===== config.mk =====
export PLATFORM = sky130hd
export DESIGN_NAME = grf_sb
export DESIGN_NICKNAME = d
export VERILOG_FILES = /design/src/rtl/grf_sb.sv
export SDC_FILE = /design/constraint.sdc
export NUM_CORES = 2
export LEC_CHECK = 0
export CORE_MARGIN = 4
export CORE_UTILIZATION = 55
export CTS_CLUSTER_DIAMETER = 80
export DETAILED_ROUTE_END_ITERATION = 7
export GPL_ROUTABILITY_DRIVEN = 0
export PLACE_DENSITY = 0.75
export SKIP_LAST_GASP = 1
export SYNTH_ARGS = -nofsm -noshare
export SYNTH_HDL_FRONTEND = slang
export SYNTH_SLANG_ARGS = --single-unit
export TNS_END_PERCENT = 5

===== constraint.sdc =====
create_clock -name clk -period 2.7 [get_ports clk]
set_input_delay 0.675 -clock clk [delete_from_list [all_inputs] [get_ports clk]]
set_output_delay 0.675 -clock clk [all_outputs]
set_load 0.03 [all_outputs]

===== src/rtl/grf_sb.sv =====
// Decode-stage register file: one WB write port, NUM_RD combinational read ports,
// same-cycle write bypass and a per-register pending-write scoreboard for hazard detection.
module grf_sb #(
    parameter int DATA_W   = 32,
    parameter int ADDR_W   = 5,
    parameter int NUM_RD   = 2,
    parameter int BYPASS   = 1,
    parameter int ZERO_REG = 1
) (
    input  logic                     clk,
    input  logic                     reset,
    input  logic                     we,
    input  logic [ADDR_W-1:0]        wa,
    input  logic [DATA_W-1:0]        wd,
    input  logic [31:0]              pc,
    input  logic                     set_en,
    input  logic [ADDR_W-1:0]        set_addr,
    input  logic [NUM_RD*ADDR_W-1:0] ra,
    output logic [NUM_RD*DATA_W-1:0] rd,
    output logic [NUM_RD-1:0]        busy,
    output logic                     busy_any
);

    localparam int DEPTH = 1 << ADDR_W;

    logic [DATA_W-1:0] mem_q [DEPTH];
    logic [DATA_W-1:0] mem_d [DEPTH];
    logic [DEPTH-1:0]  pend_q;
    logic [DEPTH-1:0]  pend_d;
    logic              wr_ok;
    logic              set_ok;

    // pc only identifies the producer in the simulation trace; it carries no state.
    logic unused_pc;
    assign unused_pc = ^pc;

    // Inputs are ignored while reset is held so the bypass path cannot leak wd.
    assign wr_ok  = reset && we && !((ZERO_REG != 0) && (wa == '0));
    assign set_ok = reset && set_en && !((ZERO_REG != 0) && (set_addr == '0));

    always_comb begin
        mem_d  = mem_q;
        pend_d = pend_q;
        if (wr_ok) begin
            mem_d[wa]  = wd;
            pend_d[wa] = 1'b0;
        end
        // Applied after the clear: a newer producer issued this cycle stays outstanding.
        if (set_ok) begin
            pend_d[set_addr] = 1'b1;
        end
    end

    always_ff @(posedge clk or negedge reset) begin
        if (!reset) begin
            for (int i = 0; i < DEPTH; i++) begin
                mem_q[i] <= '0;
            end
            pend_q <= '0;
        end else begin
            mem_q  <= mem_d;
            pend_q <= pend_d;
        end
    end

    genvar k;
    generate
        for (k = 0; k < NUM_RD; k++) begin : g_rd
            logic [ADDR_W-1:0] addr;
            logic              is_zero;
            logic              hit;
            logic              set_hit;

            assign addr    = ra[k*ADDR_W +: ADDR_W];
            assign is_zero = (ZERO_REG != 0) && (addr == '0);
            assign hit     = (BYPASS != 0) && wr_ok && (wa == addr);
            assign set_hit = set_en && (set_addr == addr);

            assign rd[k*DATA_W +: DATA_W] = is_zero ? '0 :
                                            hit     ? wd : mem_q[addr];
            assign busy[k] = is_zero           ? 1'b0 :
                             (hit && !set_hit) ? 1'b0 : pend_q[addr];
        end
    endgenerate

    assign busy_any = |pend_q;

endmodule


==> results.py <==
metrics = {
    "outcome": {
        "status": "finished with violations",
        "violations": "setup timing",
    },
    "global_routing": {
        "grt_overflow": 0,
        "track_usage_pct": 37.2,
        "antenna_found_initial": 7,
        "grt_max_degree": 174,
        "first_global_vias": 44494,
        "grt_pass1_wl_um": 303000,
    },
    "synth": {
        "ys_async_sr_fraction_pct": 100,
        "synth_compound_gate_area_share_pct": 5.19,
        "syn_inst": 4129,
        "synthXorXnorAreaFrac_pct": 0.303,
        "yosys-top-cells-count": "1056 x dfrtp_1, 1027 x mux2_2, 405 x mux4_2",
        "synth.cell_area_sq_um": 57800,
        "synth-simple-area-share_pct": 3.50,
        "netlist.area_leader.share_pct": 45.7,
        "synthFlopType": "dfrtp_1",
        "ys_seq_area_share_pct": 45.7,
        "yosys_warnings": 0,
        "syn-num-nets": 4217,
        "yosysTopAreaCell": "dfrtp_1",
        "ys_top_cells_by_area": "dfrtp_1 46%, mux2_2 20%, mux4_2 16%",
        "synth_edf_count": 0,
        "synth-seq-cells": 1056,
        "yosysMostFrequentCell": "dfrtp_1",
        "synth_top_family_by_area": "multiplexers",
        "ys_types": 63,
        "synth_adder_area_share_pct": 0,
        "syn_avg_cell_area_sq_um": 14.0,
        "synth_mux_area_share_pct": 40.7,
    },
    "route": {
        "vias_per_cell": 7.02,
        "drt_pass1_iterations": 5,
        "drc_errors": 0,
        "initialDrtViolationCount": 4837,
        "totalWireLength_um": 207000,
        "post_drt_wl_per_cell_um": 34.0,
        "via_count": 42745,
        "route.antenna.remaining_nets": 0,
    },
    "setup_path": {
        "critPathMaxStageDelay_ns": 0.70,
        "path_buf_inv": 3,
        "worstPathCellList": "buf_6, and2_4, nand2_1, buf_12, o22ai_1, a2111oi_1, a211oi_4, nor3_2, buf_4",
        "worstPathArrival_ns": 2.72,
        "worstSetupStartpointType": "input pin",
        "cp_slowest_cell": "a2111oi_1",
        "critPathRequiredTime_ns": 2.03,
        "end_kind": "output pin",
        "critPathKind": "input pin to output pin",
        "critical-path-top-delay-family": "compound AO/OA/AOI/OAI gates",
        "timing.critical_path.fanout_max": 8,
    },
    "floorplan": {
        "start_util_pct": 55.6,
        "die_h_um": 332,
        "core_region_area_sq_um": 104000,
        "die_area_sq_um": 110000,
        "die_x_um": 332,
        "ioPinCount": 155,
        "rows": 118,
    },
    "pwr": {
        "p_leak_nw": 32.3,
        "power_mw": 45.1,
        "peakVddDrop_uv": 492,
        "p_per_area_nw_per_um2": 627,
    },
    "clock_network": {
        "clock-sinks": 1056,
        "clock_latency_ns": 0.69,
        "cts_max_level": 3,
        "clockRootBuffer": "clkbuf_16",
        "cts_tree": "built",
        "cts_buffer_depth": 3,
        "cts_inserted_buffers": 113,
        "clk_pin_slew_ns": 0.06,
    },
    "layout": {
        "area_growth_pct": 24.3,
        "register_area_sq_um": 26400,
        "fin_area_sq_um": 71900,
        "utilization_pct": 69.1,
        "multiInputGateArea_sq_um": 30100,
        "fill_cells": 6826,
        "stdcell_count": 6093,
        "drive_gt1_share_pct": 56.0,
        "num-nets-final": 4707,
    },
    "sta": {
        "period_share_pct": 126,
        "fin_ws_ns": -0.696,
        "slew_violations": 0,
        "fin_hold_ws_ns": 0.397,
        "finClkSkew_ns": 0,
        "rsz0062_at_grt": "true",
        "setup_tns_ns": -41.53,
        "hold_viol": 0,
        "worst_slew_pin_slew_ns": 1.06,
        "maxClockFrequency_ghz": 0.294,
        "period_minus_slack_ns": 3.40,
        "relSlewSlack_pct": 29.4,
        "setup_viol": 95,
    },
    "run": {
        "drv_cap": 0,
    },
    "placement": {
        "place_ws_ns": -1.25,
        "dp_hpwl_um": 136000,
        "place_area_sq_um": 66400,
        "place_inst": 5829,
        "portBuffers": 122,
    },
    "worst_hold_path": {
        "hold_path_class": "register to register",
    },
}
[sequential cells by signal, summed over array words and instances (netlist names)]
register,flops
mem_q,1024
pend_q,32
[path summary, 6_finish.rpt]
kind	from	end	slack [ns]	depth (start not counted)
max in group asynchronous	reset	mem_q[596]$_DFFE_PN0P_	0.10	5
setup reg to reg	mem_q[256]$_DFFE_PN0P_	mem_q[256]$_DFFE_PN0P_	1.55	4
hold / removal	mem_q[995]$_DFFE_PN0P_	mem_q[995]$_DFFE_PN0P_	0.40	0
min in group asynchronous	reset	mem_q[94]$_DFFE_PN0P_	0.58	3
setup / recovery	ra[7]	rd[32]	-0.70	9
hold reg to reg	mem_q[995]$_DFFE_PN0P_	mem_q[995]$_DFFE_PN0P_	0.40	0
[worst register-to-register path: stages (launching register included)]
cell and delay, ns:
dfrtp_1 0.40, buf_6 0.13, buf_4 0.11, buf_4 0.12, mux2_2 0.27
[layout make-up]
cell class | instances | share of cell area, %
antenna | 5 | 0.0174
tap | 1380 | 2.40
clock buffer | 169 | 4.72
inverter | 30 | 0.164
timing repair buffer | 833 | 13.3
sequential | 1056 | 36.8
multi-input combinational | 2585 | 42.0
clock inverter | 35 | 0.632
[cells in the final DEF (no fill, tap or decap), types with 39 or more instances in the layout]
cell,synthesis,routed
dfrtp_1,1056,1056
nand2_1,118,106
buf_12,5,209
mux2i_1,268,261
clkbuf_16,0,118
buf_6,40,39
buf_4,36,512
o21ai_0,68,59
mux2_2,1027,1025
mux4_2,405,406
nor2_1,124,73
clkdlybuf4s50_1,0,39
o22ai_1,94,83
[where the power goes]
| part | internal [mW] | total [mW] | switching [mW] |
|---|---|---|---|
| Clock | 9.58 | 16.2 | 6.63 |
| Sequential | 17.9 | 19.5 | 1.62 |
| Combinational | 5.14 | 9.33 | 4.20 |
| Total | 32.6 | 45.1 | 12.4 |
[per-layer routing]
| layer | global-route usage, % | wire length (um) | up-vias |
|---|---|---|---|
| met5 | 0.304 | 17 | - |
| met4 | 23.4 | 16400 | 4 |
| li1 | - | - | 16781 |
| met3 | 12.4 | 26600 | 889 |
| met2 | 53.5 | 88900 | 2802 |
| met1 | 48.7 | 75000 | 22269 |
[repair_timing]
item	4_1_cts	5_1_grt
resized for setup	199	40
hold buffers	1	0
endpoints found under the setup margin	67	157
setup buffers	45	3
pin swaps	33	15
cloned	9	0
endpoints found under the hold margin	5	0
[cell families after synthesis]
kind of cell / count (synthesis)
multiplexers: 1709
buffers and inverters: 488
flip-flops: 1056
XOR/XNOR: 20
AO/OA/AOI/OAI: 427
AND/OR/NAND/NOR: 429
No activity file was read; power rests on OpenSTA's default activity.
